`config.mk`:
```
export PLATFORM = sky130hd
export DESIGN_NAME = trap_ctrl
export DESIGN_NICKNAME = d
export VERILOG_FILES = /design/src/rtl/trap_ctrl_pkg.sv /design/src/rtl/trap_ctrl.sv
export SDC_FILE = /design/constraint.sdc
export NUM_CORES = 1
export LEC_CHECK = 0
export ABC_AREA = 1
export ABC_CLOCK_PERIOD_IN_PS = 3300
export CORE_UTILIZATION = 40
export CTS_CLUSTER_SIZE = 10
export DETAILED_ROUTE_END_ITERATION = 16
export HOLD_SLACK_MARGIN = 0.12
export PLACE_DENSITY = 0.86
export REMOVE_ABC_BUFFERS = 1
export SYNTH_ARGS = -nofsm -noshare
export SYNTH_HDL_FRONTEND = slang
export SYNTH_SLANG_ARGS = --single-unit
```
`constraint.sdc`:
```
create_clock -name clk -period 3.3 [get_ports clk]
set_input_delay 0.495 -clock clk [delete_from_list [all_inputs] [get_ports clk]]
set_output_delay 0.495 -clock clk [all_outputs]
set_load 0.05 [all_outputs]
```
`src/rtl/trap_ctrl_pkg.sv`:
```
// Shared constants, state encoding and mstatus helpers for the
// machine-mode trap sequencer.
package trap_ctrl_pkg;

    localparam logic [11:0] CSR_MEPC    = 12'h341;
    localparam logic [11:0] CSR_MCAUSE  = 12'h342;
    localparam logic [11:0] CSR_MSTATUS = 12'h300;

    localparam logic [31:0] CAUSE_ECALL  = 32'd11;
    localparam logic [31:0] CAUSE_EBREAK = 32'd3;
    localparam logic [31:0] CAUSE_MTIMER = 32'h8000_0007;
    localparam logic [31:0] CAUSE_MEXT   = 32'h8000_000B;

    localparam int MSTATUS_MIE    = 3;
    localparam int MSTATUS_MPIE   = 7;
    localparam int MSTATUS_MPP_LO = 11;
    localparam int MSTATUS_MPP_HI = 12;
    localparam int MIE_MTIE       = 7;
    localparam int MIE_MEIE       = 11;

    localparam logic [31:0] MTVEC_MODE_MASK = 32'h0000_0003;

    typedef enum logic [2:0] {
        S_IDLE,
        S_MEPC,
        S_MCAUSE,
        S_MSTATUS,
        S_MRET,
        S_ASSERT
    } state_e;

    // Trap entry: stash MIE in MPIE, mask interrupts, record M-mode.
    function automatic logic [31:0] trap_mstatus(input logic [31:0] m);
        logic [31:0] r;
        r = m;
        r[MSTATUS_MPIE] = m[MSTATUS_MIE];
        r[MSTATUS_MIE] = 1'b0;
        r[MSTATUS_MPP_HI:MSTATUS_MPP_LO] = 2'b11;
        return r;
    endfunction

    function automatic logic [31:0] mret_mstatus(input logic [31:0] m);
        logic [31:0] r;
        r = m;
        r[MSTATUS_MIE] = m[MSTATUS_MPIE];
        r[MSTATUS_MPIE] = 1'b1;
        return r;
    endfunction

endpackage

```
`src/rtl/trap_ctrl.sv`:
```
// Machine-mode trap sequencer: detects traps/mret in EX, writes the
// trap CSRs one per cycle, then pulses a redirect to the pipeline.
module trap_ctrl
    import trap_ctrl_pkg::*;
(
    input  logic        clk,
    input  logic        rst_n,
    input  logic        inst_valid_i,
    input  logic [31:0] inst_addr_i,
    input  logic        ecall_i,
    input  logic        ebreak_i,
    input  logic        mret_i,
    input  logic        jump_flag_i,
    input  logic [31:0] jump_addr_i,
    input  logic        irq_timer_i,
    input  logic        irq_ext_i,
    input  logic [31:0] csr_mtvec_i,
    input  logic [31:0] csr_mepc_i,
    input  logic [31:0] csr_mstatus_i,
    input  logic [31:0] csr_mie_i,
    output logic        csr_we_o,
    output logic [11:0] csr_waddr_o,
    output logic [31:0] csr_wdata_o,
    output logic        stallreq_o,
    output logic        int_assert_o,
    output logic [31:0] int_addr_o
);

    state_e      state_q;
    state_e      state_d;
    logic [31:0] epc_q;
    logic [31:0] cause_q;
    logic [31:0] target_q;

    logic        any_ex_flag;
    logic        tmr_req;
    logic        ext_req;
    logic        hit_ecall;
    logic        hit_ebreak;
    logic        hit_mret;
    logic        hit_tmr;
    logic        hit_ext;
    logic        trap_take;
    logic        mret_take;
    logic [31:0] cause_d;
    logic [31:0] epc_d;
    logic [31:0] irq_epc;
    logic        busy;
    logic        unused_mie;

    assign unused_mie = ^{csr_mie_i[31:12], csr_mie_i[10:8], csr_mie_i[6:0]};

    assign any_ex_flag = ecall_i | ebreak_i | mret_i;
    assign tmr_req = csr_mstatus_i[MSTATUS_MIE] & irq_timer_i
                   & csr_mie_i[MIE_MTIE];
    assign ext_req = csr_mstatus_i[MSTATUS_MIE] & irq_ext_i
                   & csr_mie_i[MIE_MEIE];

    // Mutually exclusive hit lines encode the detection priority.
    assign hit_ecall  = inst_valid_i & ecall_i;
    assign hit_ebreak = inst_valid_i & ebreak_i & ~ecall_i;
    assign hit_mret   = inst_valid_i & mret_i & ~ecall_i & ~ebreak_i;
    assign hit_tmr    = inst_valid_i & ~any_ex_flag & tmr_req;
    assign hit_ext    = inst_valid_i & ~any_ex_flag & ~tmr_req & ext_req;

    // An interrupt resumes at the branch target if EX resolved one.
    assign irq_epc = jump_flag_i ? jump_addr_i : inst_addr_i;

    always_comb begin
        trap_take = 1'b0;
        mret_take = 1'b0;
        cause_d   = '0;
        epc_d     = inst_addr_i;
        unique case (1'b1)
            hit_ecall: begin
                trap_take = 1'b1;
                cause_d   = CAUSE_ECALL;
            end
            hit_ebreak: begin
                trap_take = 1'b1;
                cause_d   = CAUSE_EBREAK;
            end
            hit_mret: begin
                mret_take = 1'b1;
            end
            hit_tmr: begin
                trap_take = 1'b1;
                cause_d   = CAUSE_MTIMER;
                epc_d     = irq_epc;
            end
            hit_ext: begin
                trap_take = 1'b1;
                cause_d   = CAUSE_MEXT;
                epc_d     = irq_epc;
            end
            default: ;
        endcase
    end

    always_comb begin
        state_d = state_q;
        unique case (state_q)
            S_IDLE: begin
                if (trap_take) begin
                    state_d = S_MEPC;
                end else if (mret_take) begin
                    state_d = S_MRET;
                end
            end
            S_MEPC:    state_d = S_MCAUSE;
            S_MCAUSE:  state_d = S_MSTATUS;
            S_MSTATUS: state_d = S_ASSERT;
            S_MRET:    state_d = S_ASSERT;
            S_ASSERT:  state_d = S_IDLE;
            default:   state_d = S_IDLE;
        endcase
    end

    always_comb begin
        busy         = 1'b0;
        csr_we_o     = 1'b0;
        csr_waddr_o  = '0;
        csr_wdata_o  = '0;
        int_assert_o = 1'b0;
        int_addr_o   = '0;
        unique case (state_q)
            S_MEPC: begin
                busy        = 1'b1;
                csr_we_o    = 1'b1;
                csr_waddr_o = CSR_MEPC;
                csr_wdata_o = epc_q;
            end
            S_MCAUSE: begin
                busy        = 1'b1;
                csr_we_o    = 1'b1;
                csr_waddr_o = CSR_MCAUSE;
                csr_wdata_o = cause_q;
            end
            S_MSTATUS: begin
                busy        = 1'b1;
                csr_we_o    = 1'b1;
                csr_waddr_o = CSR_MSTATUS;
                csr_wdata_o = trap_mstatus(csr_mstatus_i);
            end
            S_MRET: begin
                busy        = 1'b1;
                csr_we_o    = 1'b1;
                csr_waddr_o = CSR_MSTATUS;
                csr_wdata_o = mret_mstatus(csr_mstatus_i);
            end
            S_ASSERT: begin
                int_assert_o = 1'b1;
                int_addr_o   = target_q;
            end
            default: ;
        endcase
    end

    // The detect-cycle stall is combinational; reset forces it low too.
    assign stallreq_o = rst_n & (busy | ((state_q == S_IDLE)
                      & (trap_take | mret_take)));

    always_ff @(posedge clk or negedge rst_n) begin
        if (!rst_n) begin
            state_q  <= S_IDLE;
            epc_q    <= '0;
            cause_q  <= '0;
            target_q <= '0;
        end else begin
            state_q <= state_d;
            if (state_q == S_IDLE && trap_take) begin
                epc_q   <= epc_d;
                cause_q <= cause_d;
            end
            if (state_q == S_MSTATUS) begin
                target_q <= csr_mtvec_i & ~MTVEC_MODE_MASK;
            end else if (state_q == S_MRET) begin
                target_q <= csr_mepc_i;
            end
        end
    end

endmodule

```
==> parameters.txt <==
Parameter                              Value

Timing
  Final count of pins violating max slew    0
  Setup Viol. Count Final    0
  Min Tclk post-route    3110 ps
  Worst clock skew    10.2 ps
  Final period util    0.942
  Worst slew margin    0.397
  RSZ-0062 raised after global routing    false
  Slew at the pin closest to its max-slew limit    904 ps
  Upper clock frequency limit    322 MHz
  Final hold viol count    0

Setup path
  Sum of buffers and inverters on the critical path    4
  Max stage delay on crit path    820 ps
  Family with the most delay on the worst path    buffers and inverters
  List of cells traversed by the critical path    inv_2 -> nor3_2 -> clkinvlp_4 -> buf_4 -> nor2_1 -> clkdlybuf4s50_1
  Element type at the critical path end    output port
  Critical Path Source Type    flop
  Arrival time of the worst setup path    2610 ps
  Type of the setup path with the least slack    reg2out
  Biggest fanout along the worst timing path    16
  Standard cell with the maximum stage delay on the critical path    clkdlybuf4s50_1
  Required time of the worst setup path    2800 ps

Power
  Sw frac    0.473
  Cell leakage power    3.86 nW
  Ratio of total power to cell area    892 nW/um^2
  Overall power    6.81 mW
  Part of the total power dissipated in the clock network    0.142
  Sequential group share of total power    0.220
  Internal Power    3.59 mW
  Worst IR Drop VDD    0.000763 V
  Switching power    3.22 mW
  Combinational fraction of design power    0.637

Cells and area
  Leading cell type in the layout, fill and taps excluded    nand2_1
  Antenna diode instance count    0
  Post-layout instance count excluding filler cells    1080
  Synthesis-to-layout area growth    63.6%
  Final design instance area without fill    7640 um^2
  Final net count    1133
  Share of final-layout standard cells stronger than drive strength 1    0.0854
  Commonest cells after routing, fill and taps aside    nand2_1 (322), clkdlybuf4s50_1 (203), inv_1 (78)

Floorplanning
  Core region area    11400 um^2
  Num rows    39
  Die footprint    12100 um^2
  Effective utilization at floorplan    0.410
  I/O pin total    280
  Die span in x    110 um
  Y dimension of the die    110 um

Placement
  Number of buffers inserted by port buffering    240
  Number of placed instances, taps included    1061
  Standard cell area after detailed placement    7310 um^2
  Detailed Place HPWL    10600 um
  Final GP Congestion    0.780

Detailed routing
  DRC violations left    0
  First-iteration detailed-routing DRC count    261
  Total detailed-routing wirelength    14700 um
  Average routed wire per standard cell    13.6 um
  Number of nets with antenna violations after detailed routing    0
  First drt pass iteration count    7
  Total number of vias    5145
  Detail-routed via count per cell    4.76

Clock tree
  Clock slew seen by the registers of the worst setup and hold paths    70 ps
  H-tree level count    3
  Root Driver    clkbuf_16
  Clock sink count    71
  Worst-Skew Late Latency    330 ps
  Count of hold-fix buffers inserted at cts    0
  Clock tree from TritonCTS    built
  CTS Buf Count    9
  Clock buffer depth    2

Hold path
  HP Class    in2async

Logic synthesis
  Post-Synthesis Cell Area    4670 um^2
  Yosys synthesis warning count    0
  Sequential cell area fraction in the yosys report    0.381
  Avg Synthesized Cell Area    6.55 um^2
  Gate Count Post-Synth    713
  Number of distinct library cell variants in the gate-level netlist after synthesis    27
  Number of flip-flops and latches in the synthesized netlist    71

Global routing
  Number of global-route vias before repair    4692
  Total routing usage reported by global routing    0.238
  Antenna violations before repair    0
  Residual overflow from global routing    0
  Pin count of the biggest net entering global routing    65
  Wire length of the first global-routing pass    21900 um

Job
  Maxcap violations    0

Run status
  Outcome    complete, no violations
## cell families after synthesis
group,after synthesis,share of synthesized area
AO/OA/AOI/OAI,99,0.139
buffers and inverters,132,0.136
flip-flops,71,0.381
other,1,0.000804
AND/OR/NAND/NOR,410,0.343
## worst reg2reg max path, delay by kind of cell, from the launching register on
kind | cells | cell delay [ps]
compound gates | 1 | 210
buf+inv | 3 | 760
flops | 1 | 400
simple gates | 4 | 790
## timing repair
item	in CTS	in global routing
buffers inserted	0	2
resized for setup	0	3
setup endpoints to repair	0	32
## through the flow
step	hold WS (ps)	setup slack [ps]	TNS, ps	util
floorplan	199	-802	-27780	-
global placement	447	542	0	0.643
detailed placement	452	513	0	0.643
CTS	134	143	0	0.669
global route	157	27.7	0	0.672
finish	123	193	0	0.672
## cells in the mapped netlist
master	instances	share of area
inv_2	3	0.0024
dfrtp_1	71	0.38
a22o_1	24	0.045
o21ai_0	39	0.042
buf_1	4	0.0032
buf_6	11	0.027
conb_1	1	0.00080
a22oi_1	2	0.0032
nand3_2	1	0.0021
nand3_1	12	0.013
buf_4	10	0.016
nor3_1	1	0.0011
a21oi_4	1	0.0035
nand2_2	2	0.0027
buf_2	16	0.017
inv_1	79	0.064
nor2_1	67	0.054
a31oi_1	30	0.040
o21ai_4	1	0.0035
nor2_8	1	0.0043
clkbuf_1	9	0.0072
nor2_2	1	0.0013
nand2_4	1	0.0024
a21oi_1	1	0.0011
o21ai_1	1	0.0011
nor2_4	1	0.0024
nand2_1	323	0.26
## metal layers
layer | global-route usage | vias up | share of wire
li1 | - | 2625 | -
met1 | 0.271 | 2315 | 0.41
met2 | 0.428 | 195 | 0.49
met3 | 0.0735 | 10 | 0.096
met4 | 0.0657 | 0 | 0.0074
met5 | 0 | - | 0
## power by group through the flow
stage / Clock, mW / Combinational (mW) / Sequential (mW)
after floorplan: 0 / 2.51 / 1.44
after detailed placement: 0 / 4.35 / 1.51
after global routing: 1.03 / 4.64 / 1.55
after CTS: 0.982 / 4.35 / 1.50
final: 0.969 / 4.34 / 1.50
after global placement: 0 / 4.29 / 1.49
## final timing paths
path	from	end	slack (ps)	depth (start not counted)
hold / removal	rst_n	target_q[26]$_DFFE_PN0P_	120	1
max in group asynchronous	rst_n	target_q[7]$_DFFE_PN0P_	2270	2
min in group clk	cause_q[1]$_DFFE_PN0P_	cause_q[1]$_DFFE_PN0P_	460	2
setup / recovery	state_q[0]$_DFFE_PN0P_	int_addr_o[15]	190	6
setup reg to reg	state_q[2]$_DFFE_PN0P_	target_q[31]$_DFFE_PN0P_	1050	8
hold reg to reg	cause_q[1]$_DFFE_PN0P_	cause_q[1]$_DFFE_PN0P_	460	2
## flip-flops by register name (all words and copies together) (netlist names)
register / count
cause_q: 4
epc_q: 32
state_q: 3
target_q: 32
## final cells by class
cell class              count  area, um^2
repair inverters            1        7.51
inverters                  82         312
multi-input cells         516        2280
clock inverters             7        73.8
repair buffers            251        2780
well taps                 143         179
clock buffers               9         225
fillers                   941        3730
flip-flops and latches     71        1780
Power figures use the tool's default switching activity.
